`src/rtl/mem_arbiter.sv`:
```
// Round-robin arbiter that shares one memory read channel and one memory
// write channel among NUM_CONSUMERS load/store units, one transaction at a time.
module mem_arbiter #(
    parameter int NUM_CONSUMERS = 4,
    parameter int ADDR_BITS     = 8,
    parameter int DATA_BITS     = 8
) (
    input  logic                     clk,
    input  logic                     reset,

    input  logic [NUM_CONSUMERS-1:0] consumer_read_valid,
    input  logic [ADDR_BITS-1:0]     consumer_read_address [NUM_CONSUMERS],
    output logic [NUM_CONSUMERS-1:0] consumer_read_ready,
    output logic [DATA_BITS-1:0]     consumer_read_data [NUM_CONSUMERS],

    input  logic [NUM_CONSUMERS-1:0] consumer_write_valid,
    input  logic [ADDR_BITS-1:0]     consumer_write_address [NUM_CONSUMERS],
    input  logic [DATA_BITS-1:0]     consumer_write_data [NUM_CONSUMERS],
    output logic [NUM_CONSUMERS-1:0] consumer_write_ready,

    output logic                     mem_read_valid,
    output logic [ADDR_BITS-1:0]     mem_read_address,
    input  logic                     mem_read_ready,
    input  logic [DATA_BITS-1:0]     mem_read_data,

    output logic                     mem_write_valid,
    output logic [ADDR_BITS-1:0]     mem_write_address,
    output logic [DATA_BITS-1:0]     mem_write_data,
    input  logic                     mem_write_ready,

    output logic                     busy
);

    localparam int PTR_BITS = (NUM_CONSUMERS > 1) ? $clog2(NUM_CONSUMERS) : 1;
    localparam logic [PTR_BITS-1:0] LAST = PTR_BITS'(NUM_CONSUMERS - 1);

    localparam logic [1:0] IDLE       = 2'd0;
    localparam logic [1:0] READ_WAIT  = 2'd1;
    localparam logic [1:0] WRITE_WAIT = 2'd2;
    localparam logic [1:0] RELAY      = 2'd3;

    logic [1:0]          state;
    logic [PTR_BITS-1:0] rr_ptr;
    logic [PTR_BITS-1:0] owner;
    logic                serving_read;

    logic                found;
    logic [PTR_BITS-1:0] winner;
    logic [PTR_BITS-1:0] cand;

    // Scan from rr_ptr upward with wrap; the first consumer asking for anything wins.
    always_comb begin
        found  = 1'b0;
        winner = '0;
        cand   = '0;
        for (int i = 0; i < NUM_CONSUMERS; i++) begin
            cand = PTR_BITS'((int'(rr_ptr) + i) % NUM_CONSUMERS);
            if (!found && (consumer_read_valid[cand] || consumer_write_valid[cand])) begin
                found  = 1'b1;
                winner = cand;
            end
        end
    end

    always_ff @(posedge clk) begin
        if (reset) begin
            state                <= IDLE;
            rr_ptr               <= '0;
            owner                <= '0;
            serving_read         <= 1'b0;
            busy                 <= 1'b0;
            mem_read_valid       <= 1'b0;
            mem_read_address     <= '0;
            mem_write_valid      <= 1'b0;
            mem_write_address    <= '0;
            mem_write_data       <= '0;
            consumer_read_ready  <= '0;
            consumer_write_ready <= '0;
            for (int i = 0; i < NUM_CONSUMERS; i++) begin
                consumer_read_data[i] <= '0;
            end
        end else begin
            case (state)
                IDLE: begin
                    if (found) begin
                        owner <= winner;
                        busy  <= 1'b1;
                        // A winner asking for both gets the read now; its write waits for a later grant.
                        if (consumer_read_valid[winner]) begin
                            serving_read     <= 1'b1;
                            mem_read_valid   <= 1'b1;
                            mem_read_address <= consumer_read_address[winner];
                            state            <= READ_WAIT;
                        end else begin
                            serving_read      <= 1'b0;
                            mem_write_valid   <= 1'b1;
                            mem_write_address <= consumer_write_address[winner];
                            mem_write_data    <= consumer_write_data[winner];
                            state             <= WRITE_WAIT;
                        end
                    end
                end
                READ_WAIT: begin
                    if (mem_read_ready) begin
                        consumer_read_data[owner]  <= mem_read_data;
                        consumer_read_ready[owner] <= 1'b1;
                        mem_read_valid             <= 1'b0;
                        state                      <= RELAY;
                    end
                end
                WRITE_WAIT: begin
                    if (mem_write_ready) begin
                        consumer_write_ready[owner] <= 1'b1;
                        mem_write_valid             <= 1'b0;
                        state                       <= RELAY;
                    end
                end
                RELAY: begin
                    // Hold ready until the owner withdraws the request that was just serviced.
                    if (serving_read ? !consumer_read_valid[owner] : !consumer_write_valid[owner]) begin
                        consumer_read_ready  <= '0;
                        consumer_write_ready <= '0;
                        rr_ptr               <= (owner == LAST) ? '0 : owner + PTR_BITS'(1);
                        busy                 <= 1'b0;
                        state                <= IDLE;
                    end
                end
                default: state <= IDLE;
            endcase
        end
    end

endmodule

```
`config.mk`:
```
export PLATFORM = sky130hd
export DESIGN_NAME = mem_arbiter
export DESIGN_NICKNAME = d
export VERILOG_FILES = /design/src/rtl/mem_arbiter.sv
export SDC_FILE = /design/constraint.sdc
export NUM_CORES = 1
export LEC_CHECK = 0
export CAP_MARGIN = 20
export CORE_MARGIN = 2
export CORE_UTILIZATION = 42
export CTS_BUF_LIST = sky130_fd_sc_hd__clkbuf_2
export CTS_CLUSTER_DIAMETER = 100
export DETAILED_ROUTE_END_ITERATION = 8
export PLACE_DENSITY = 0.85
export REMOVE_ABC_BUFFERS = 1
export SLEW_MARGIN = 20
export SYNTH_ARGS = -nofsm -noshare
export SYNTH_HDL_FRONTEND = slang
export SYNTH_SLANG_ARGS = --single-unit
```
`constraint.sdc`:
```
create_clock -name clk -period 3.38 [get_ports clk]
set_input_delay 0.676 -clock clk [delete_from_list [all_inputs] [get_ports clk]]
set_output_delay 0.676 -clock clk [all_outputs]
set_load 0.01 [all_outputs]
```
Word level (Yosys, flattened, before mapping)
Cells that the tools add are included.
Widths: inputs -> output; s select.
{"block": "word_totals", "ff_bits": 74, "latchBits": 0, "ramBits": 0, "rom_bits": 0, "inputBits": 116, "memories": 0}
{"block": "op_classes", "add_sub_neg": 4, "n_mul": 0, "n_div": 0, "n_lt_le_gt_ge": 10, "n_eq_ne": 10, "shifts": 0, "n_mux": 69, "n_bitwise": 5, "n_reduce_logical": 31}
{"op": "$mux 8", "count": 7}
{"op": "$bmux 8 s2", "count": 3}
{"op": "$bwmux 32", "count": 1}
{"op": "$mux 1", "count": 26}
{"op": "$bmux 1 s2", "count": 11}
{"op": "$mux 2", "count": 10}
{"op": "$lt 2x3->1 const B", "count": 6}
{"op": "$demux 8 s2", "count": 1}
{"op": "$pmux 4 s2", "count": 2}
{"op": "$reduce_and 3->1", "count": 5}
{"op": "$mux 4", "count": 3}
{"op": "$ne 2x2->1 const B", "count": 6}
{"op": "$reduce_and 4->1", "count": 3}
{"op": "$reduce_bool 2->1", "count": 5}
{"op": "$or 4x4->4", "count": 2}
{"op": "$pmux 2 s4", "count": 1}
{"op": "$eq 2x2->1 const B", "count": 3}
{"op": "$ge 3x3->1 const B", "count": 2}
{"op": "$not 2->3", "count": 2}
{"op": "$pmux 1 s2", "count": 3}
{"op": "$reduce_and 2->1", "count": 3}
{"op": "$logic_and 1x1->1", "count": 5}
{"op": "$logic_not 1->1", "count": 5}
{"op": "$add 2x1->2 const B", "count": 2}
{"op": "other kinds (8)", "count": 12}

Depth between registers and ports, before layout
Gate-level depths: netlist of run 1.
{"block": "depth", "depth_word": 18, "ltp_mapped": 9, "ltp_nobuf": 8}

Worst setup path after synthesis of run 1
OpenSTA, ideal clock, no wires.
{"block": "synth_timing", "path_kind": "input to register", "start": "input port consumer_write_valid[2]", "end": "register mem_write_address[0]", "setup_ps": 119, "arrival_time_ps": 2427, "t_required_ps": 3261, "setup_slack_ps": 834, "path_stages": 9, "n_path_buf": 3, "cell_sequence": "nor2_1 -> a211oi_1 -> or3_1 -> buf_6 -> a211o_1 -> a21o_1 -> buf_6 -> buf_8 -> mux2i_1"}
{"block": "synth_between", "elab_chain_cells": 17, "word_cells_on_any_way": 34, "cone_classes": "mux (21); bitwise (2); reduce/logical (11)"}
{"item": "from (decl)", "line_no": "16", "source": "input logic [NUM_CONSUMERS-1:0] consumer_write_valid,"}
{"item": "$bmux 1 s2", "line_no": "58", "source": "if (!found && (consumer_read_valid[cand] || consumer_write_valid[cand])) begin"}
{"item": "$mux 1 (not written as such)", "line_no": "58"}
{"item": "$logic_or 1x1->1", "line_no": "58"}
{"item": "$mux 1", "line_no": "58"}
{"item": "$logic_not 1->1", "line_no": "58"}
{"item": "$logic_and 1x1->1", "line_no": "58"}
{"item": "$mux 1", "line_no": "58"}
{"item": "$logic_not 1->1", "line_no": "58"}
{"item": "$logic_and 1x1->1", "line_no": "58"}
{"item": "$mux 1", "line_no": "58"}
{"item": "$logic_not 1->1", "line_no": "58"}
{"item": "$logic_and 1x1->1", "line_no": "58"}
{"item": "$mux 2", "line_no": "58"}
{"item": "$bmux 1 s2 or $not 2->3 (tied branches)", "line_no": "89, 97"}
{"item": "$mux 1 (not written as such) or $bmux 8 s2 (tied branches)", "line_no": "89, 97"}
{"item": "$not 1->1 (no line) or $mux 8 (tied branches)"}
{"item": "$reduce_and 3->1 (no line) or $mux 8 (tied branches)"}
{"item": "to (signal assigned)", "line_no": "97", "source": "mem_write_address <= consumer_write_address[winner];"}
{"item": "to (decl)", "line_no": "27", "source": "output logic [ADDR_BITS-1:0] mem_write_address,"}
Parallel ways exist; a longest one is shown, timed or not. The select of a mux whose other input is x is not followed.
A chain may end at the register's enable or synchronous reset.

Worst setup path in the final report of run 1
{"block": "layout_timing", "start": "input port consumer_read_valid[0]", "end": "register mem_write_address[6]"}
{"block": "layout_between", "elab_chain_cells": 17, "word_cells_on_any_way": 34, "cone_classes": "mux (21); bitwise (2); reduce/logical (11)"}
{"item": "from (decl)", "line_no": "11", "source": "input logic [NUM_CONSUMERS-1:0] consumer_read_valid,"}
{"item": "$bmux 1 s2", "line_no": "58"}
{"item": "$mux 1 (not written as such)", "line_no": "58"}
{"item": "$logic_or 1x1->1", "line_no": "58"}
{"item": "$mux 1", "line_no": "58"}
{"item": "$logic_not 1->1", "line_no": "58"}
{"item": "$logic_and 1x1->1", "line_no": "58"}
{"item": "$mux 1", "line_no": "58"}
{"item": "$logic_not 1->1", "line_no": "58"}
{"item": "$logic_and 1x1->1", "line_no": "58"}
{"item": "$mux 1", "line_no": "58"}
{"item": "$logic_not 1->1", "line_no": "58"}
{"item": "$logic_and 1x1->1", "line_no": "58"}
{"item": "$mux 2", "line_no": "58"}
{"item": "$bmux 1 s2 or $not 2->3 (tied branches)", "line_no": "89, 97"}
{"item": "$mux 1 (not written as such) or $bmux 8 s2 (tied branches)", "line_no": "89, 97"}
{"item": "$not 1->1 (no line) or $mux 8 (tied branches)"}
{"item": "$reduce_and 3->1 (no line) or $mux 8 (tied branches)"}
Parallel ways exist; a longest one is shown, timed or not. The select of a mux whose other input is x is not followed.

==> results of run 1 <==
## registers in the layout (all words and copies together) (netlist names)
register / count
consumer_write_ready: 4
mem_write_address: 8
mem_write_valid: 1
state: 2
rr_ptr: 2
consumer_read_ready: 4
mem_read_address: 8
consumer_read_data: 32
owner: 2
mem_write_data: 8
serving_read: 1
mem_read_valid: 1
busy: 1
## layout by cell type (no fill, tap or decap), types with 2 or more instances in the layout
cell type	instances
mux4_2	26
dfxtp_1	74
a31oi_1	3
buf_4	6
or2_2	2
clkbuf_2	9
clkdlybuf4s50_1	182
o21a_1	5
nand2_1	54
nand3b_1	2
and3_1	2
nand2b_1	2
a21oi_1	20
nor2_1	45
inv_1	7
nand3_1	8
nor2b_1	5
bufinv_16	3
ha_1	8
mux2i_1	59
and4_1	2
nor3_1	8
o21ai_0	2
a21o_1	3
## where the power goes
part | leakage [nW] | switching [mW] | total [mW] | internal [mW]
Combinational | 1.78 | 0.504 | 1.13 | 0.625
Sequential | 0.602 | 0.0847 | 1.09 | 1.00
Clock | 0.0886 | 0.317 | 0.636 | 0.319
## routing by layer
layer | track usage (%) | share of wire [%]
met5 | 0 | 0
met4 | 7.90 | 1.9
met3 | 4.40 | 7.1
met2 | 36.5 | 51
met1 | 24.6 | 40
## layout make-up
cell class	count	share of cell area, %
multi-input cells	268	36.4
flip-flops and latches	74	25.5
repair buffers	189	32.5
inverters	7	0.453
clock buffers	9	0.776
well taps	108	2.33
clock inverters	6	1.98
## metrics by stage
| step | cells | total power [mW] | setup WS (ns) |
|---|---|---|---|
| 2_1_floorplan | 349 | 1.72 | -0.0983 |
| 3_3_place_gp | 646 | 2.21 | 0.285 |
| 3_5_place_dp | 646 | 2.24 | 0.219 |
| 4_1_cts | 661 | 2.88 | 0.780 |
| 5_1_grt | 661 | 3.01 | 0.610 |
| 6_report | 661 | 2.85 | 0.712 |
## worst max-delay path, stage by stage
cell	delay, ns
clkdlybuf4s50_1	0.51
o21ai_0	0.32
a21oi_1	0.11
or3_2	0.47
a211o_1	0.41
a21o_1	0.20
buf_4	0.21
mux2i_1	0.14
## kinds of logic after synthesis
logic type      synth area share (%)
mux                             31.4
compound gates                  6.85
fa+ha+maj                       2.67
simple gates                    15.5
buf+inv                         4.04
flops                           39.6
## how the worst max path moves through the flow
stage,startpoint,to
floorplan,consumer_read_valid[1],mem_write_address[0]
global placement,consumer_read_valid[0],mem_write_address[7]
detailed placement,consumer_read_valid[0],mem_write_data[3]
CTS,consumer_read_valid[0],mem_write_data[4]
global route,consumer_read_valid[0],mem_read_address[3]
finish,consumer_read_valid[0],mem_write_address[6]
==> impl_metrics.py, run 1 <==
metrics = {
    "sta": {
        "final-setup-viol-count": 0,
        "slew_headroom_pct": 57.2,
        "holdWs_ns": 0.475,
        "tns_ns": 0,
        "skew_ns": 0.0214,
        "timing.fmax_ghz": 0.375,
        "period_needed_ns": 2.67,
        "period_share_pct": 78.9,
        "hold_viol_final": 0,
        "rsz0062_at_grt": "false",
        "drv_slew": 0,
        "worstMarginPinSlew_ns": 0.640,
    },
    "finish": {
        "multi_input_area_mm2": 0.00211,
        "drive_gt1_share_pct": 9.40,
        "design_area_mm2": 0.00580,
        "n_antenna_cell": 0,
        "fillers": 674,
        "post-route-util_pct": 66.9,
        "finalNetCount": 673,
        "area.growth.synth_to_final_pct": 55.0,
        "seqCellArea_mm2": 0.00148,
    },
    "placement": {
        "place.gp.congestion": 0.964,
        "placed_area_mm2": 0.00564,
        "detailed_place_hpwl_um": 7990,
        "port_buffers": 182,
    },
    "critical_path": {
        "critPathArrivalTime_ns": 3.07,
        "timing.rr.start": "rr_ptr[1]",
        "path_class": "input pin to flip-flop",
        "crit_fanout": 16,
        "r2r_end": "mem_write_address[6]",
        "required_ns": 3.78,
        "worstRegToRegCells": 7,
        "cp-end-kind": "flip-flop",
        "reg2reg_slack_ns": 1.00,
        "cp-start-kind": "input pin",
    },
    "floorplanning": {
        "rows": 34,
        "pin_count": 183,
        "dieArea_mm2": 0.00969,
        "core-area_mm2": 0.00868,
        "start_util_pct": 43.2,
        "die_w_um": 98.4,
        "fp.dieH_um": 98.4,
    },
    "cts": {
        "clock_latency_ns": 0.51,
        "clk_pin_slew_ns": 0.20,
        "cts_resized": 0,
        "cts_root_buf": "clkbuf_2",
        "cts_setup_buffers": 0,
        "htree_levels": 3,
        "hold_buffers": 0,
        "cts_sinks": 74,
        "numCtsBuffers": 9,
        "tritoncts": "yes",
        "cts.path.max_buffers": 2,
    },
    "routing": {
        "drt-vias-per-instance": 5.27,
        "detail-route-antenna-nets": 0,
        "drcViolationCount": 0,
        "firstDrtPassIters": 4,
        "wl_per_cell_um": 15.3,
        "wl_um": 10100,
        "vias": 3484,
        "drtIter0Drc": 117,
    },
    "global_route": {
        "grt_pass1_vias": 3434,
        "track_usage_pct": 20.7,
        "overflow": 0,
        "grt_pass1_wl_um": 16300,
        "grt_antenna_before_repair": 0,
        "grt_max_degree": 52,
    },
    "logic_synthesis": {
        "synth_area_per_cell_um2": 10.1,
        "synth_top_cell_area_share_pct": 39.6,
        "synth-seq-cells": 74,
        "yosysTopAreaCell": "dfxtp_1",
        "synth_area_leaders": "dfxtp_1 40%, mux2i_1 16%, mux4_2 16%",
        "yosys.cell_types.count": 37,
        "synth_commonest_cells": "74 x dfxtp_1, 59 x mux2i_1, 54 x nand2_1, 45 x nor2_1, 26 x mux4_2",
        "synthCells": 372,
        "synth.cell_area_mm2": 0.00374,
        "synth_ff_type": "dfxtp_1",
        "synth_edf_count": 0,
        "yosysSeqAreaShare_pct": 39.6,
        "yosysWarningCount": 0,
        "yosysMostFrequentCell": "dfxtp_1",
        "async_flop_share_pct": 0,
    },
    "worst_hold_path": {
        "min-delay-start": "mem_read_address[2]",
        "holdPathEnd": "mem_read_address[2]",
        "worstHoldPathCells": 2,
        "hold_class": "flip-flop to flip-flop",
    },
    "pwr": {
        "powerDensity_mw_per_mm2": 492,
        "vdd_drop_max_uv": 258,
        "leakage_nw": 2.47,
    },
    "run_status": {
        "status": "finished, final reports clean",
    },
    "job": {
        "drv_cap": 0,
    },
}
Note: power is estimated with default switching activity, not from simulation.
==> inputs of run 2 (changes only) <==
CORE_UTILIZATION = 38   (was 42)
PLACE_DENSITY = 0.81   (was 0.85)
clock period = 2.4 ns   (was 3.38 ns; I/O delays follow)
==> run 2 against run 1 <==
  * Clock power increased by 41%
  * Power is 45% higher
  * Hold slack got worse by 0.0020 ns
  * Non-clock buffer count up 18
  * Sequential share of layout area down 0.93 points
  * Wire length grew 0.68%
  * Global-route usage fell by 1.5 points
  * Via count grew 0.55%
  * Critical path depth stayed put
  * Critical endpoint is now mem_write_data[3]
==> impl_metrics.py, run 2 (synthesis gave the netlist of run 1 again) <==
metrics = {
    "run_status": {
        "status": "finished, final reports clean",
    },
    "critical_path": {
        "cp-start-kind": "input pin",
        "max_stage_delay_ns": 0.52,
        "path_class": "input pin to flip-flop",
        "required_ns": 2.81,
        "cp-end-kind": "flip-flop",
        "crit_start": "consumer_read_valid[2]",
        "crit_chain": "clkdlybuf4s50_1, nor2_1, a211oi_1, or3_2, a211o_1, a21o_1, buf_12, mux2i_1",
        "timing.rr.start": "rr_ptr[1]",
        "critPathArrivalTime_ns": 2.72,
        "crit_fanout": 16,
        "crit_path_top_delay_cell": "or3_2",
    },
    "sta": {
        "worstMarginPinSlew_ns": 0.619,
        "skew_ns": 0.0350,
        "slew_headroom_pct": 58.6,
        "timing.fmax_ghz": 0.433,
        "hold_viol_final": 0,
        "period_share_pct": 96.3,
        "drv_slew": 0,
        "period_needed_ns": 2.31,
        "final-setup-viol-count": 0,
        "rsz0062_at_grt": "false",
    },
    "finish": {
        "regMostFlops": "consumer_read_data",
        "n_antenna_cell": 0,
        "final_cells": 704,
        "post-route-util_pct": 62.2,
        "fillers": 802,
        "finalNetCount": 691,
        "area.growth.synth_to_final_pct": 60.8,
        "layout_commonest_cell": "clkdlybuf4s50_1",
        "largest_register_ffs": 32,
        "drive_gt1_share_pct": 12.6,
        "layout_common_cells": "182 x clkdlybuf4s50_1, 74 x dfxtp_1, 59 x mux2i_1",
    },
    "cts": {
        "numCtsBuffers": 9,
        "clk_pin_slew_ns": 0.19,
        "clock_latency_ns": 0.49,
        "cts.path.max_buffers": 2,
        "cts_sinks": 74,
        "cts_setup_buffers": 0,
        "cts_root_buf": "clkbuf_2",
        "hold_buffers": 0,
        "htree_levels": 3,
        "tritoncts": "yes",
    },
    "floorplanning": {
        "start_util_pct": 38.7,
        "dieArea_mm2": 0.0107,
        "fp.dieH_um": 103,
        "pin_count": 183,
        "rows": 36,
        "core-area_mm2": 0.00968,
        "die_w_um": 103,
    },
    "routing": {
        "detail-route-antenna-nets": 0,
        "wl_um": 10200,
        "drcViolationCount": 0,
        "vias": 3503,
        "wl_per_cell_um": 14.5,
        "drtIter0Drc": 105,
        "firstDrtPassIters": 4,
        "drt-vias-per-instance": 4.98,
    },
    "global_route": {
        "globalRouteMet3Util_pct": 4.97,
        "grt_pass1_vias": 3465,
        "use_met2_pct": 35.2,
        "grt_pass1_wl_um": 16000,
        "grt_antenna_before_repair": 0,
        "grt_max_degree": 51,
        "top_usage_layer": "met2",
        "overflow": 0,
        "met1_usage_pct": 22.0,
        "track_usage_pct": 19.2,
    },
    "placement": {
        "place.gp.congestion": 0.864,
        "port_buffers": 182,
        "detailed_place_hpwl_um": 8110,
        "dp_cells": 689,
    },
    "pwr": {
        "internal_power_mw": 2.83,
        "vdd_drop_max_uv": 304,
        "comb_power_share_pct": 41.4,
        "power_mw": 4.14,
        "power_frac_seq_pct": 37.0,
        "leakage_nw": 2.58,
        "p_switching_mw": 1.31,
        "p_sw_share_pct": 31.6,
        "clkPwrFrac_pct": 21.6,
        "powerDensity_mw_per_mm2": 688,
    },
    "worst_hold_path": {
        "hold_class": "flip-flop to flip-flop",
        "min-delay-start": "mem_write_data[0]",
    },
    "job": {
        "drv_cap": 0,
    },
}
run 2: power by group through the flow:
stage | clock, mW | sequential [mW] | combinational (mW)
finish | 0.895 | 1.53 | 1.71
global route | 0.967 | 1.55 | 1.85
CTS | 0.926 | 1.53 | 1.72
detailed placement | 0 | 1.56 | 1.71
global placement | 0 | 1.55 | 1.66
floorplan | 0 | 1.61 | 0.812
run 2: path summary, 6_finish.rpt:
| kind | endpoint | slack (ns) | cells past startpoint |
|---|---|---|---|
| min | mem_write_data[0] | 0.47 | 2 |
| max | mem_write_data[3] | 0.09 | 8 |
| max reg2reg | mem_write_data[3] | 0.18 | 7 |
| min reg2reg | mem_write_data[0] | 0.47 | 2 |
run 2: layout make-up:
type / count / area, um^2 / area share [%]
Timing Repair Buffer: 207 / 2070 / 34.4
Multi-Input combinational cell: 268 / 2120 / 35.2
Sequential cell: 74 / 1480 / 24.6
Clock buffer: 9 / 45.0 / 0.748
Tap cell: 133 / 166 / 2.76
Inverter: 7 / 26.3 / 0.436
Clock inverter: 6 / 113 / 1.87
run 2: per-layer routing:
layer | vias up | part of all wire [%]
met2 | 161 | 52
li1 | 1719 | -
met1 | 1613 | 40
met3 | 10 | 7.6
met4 | 0 | 0.96
met5 | - | 0
run 2: worst max-delay path: cells and delay by family:
kind / cells / cell delay (ns)
AO/OA/AOI/OAI: 3 / 0.71
buffers and inverters: 2 / 0.60
AND/OR/NAND/NOR: 2 / 0.76
multiplexers: 1 / 0.16
run 2: timing repair:
action | 4_1_cts | 5_1_grt
endpoints found under the setup margin | 0 | 4
gates resized for setup | 0 | 3
hold endpoints to repair | 0 | 0
run 2: per-stage QoR:
| step | setup slack, ns | hold WS, ns | instance area, um^2 | TNS (ns) |
|---|---|---|---|---|
| after global placement | -0.365 | 0.444 | 5860 | -9.60 |
| after floorplan | -0.882 | 0.444 | 3620 | -22.40 |
| final | 0.0891 | 0.473 | 6020 | 0 |
| after detailed placement | -0.433 | 0.452 | 5860 | -11.37 |
| after global routing | 0.00994 | 0.497 | 6020 | 0 |
| after CTS | 0.121 | 0.475 | 6020 | 0 |
==> inputs of run 3 (changes only) <==
ABC_CLOCK_PERIOD_IN_PS = 2400   (was unset)
GPL_ROUTABILITY_DRIVEN = 0   (was unset)
==> results of run 3 <==
The final DEF is identical to that of run 2; final timing and power are the same.
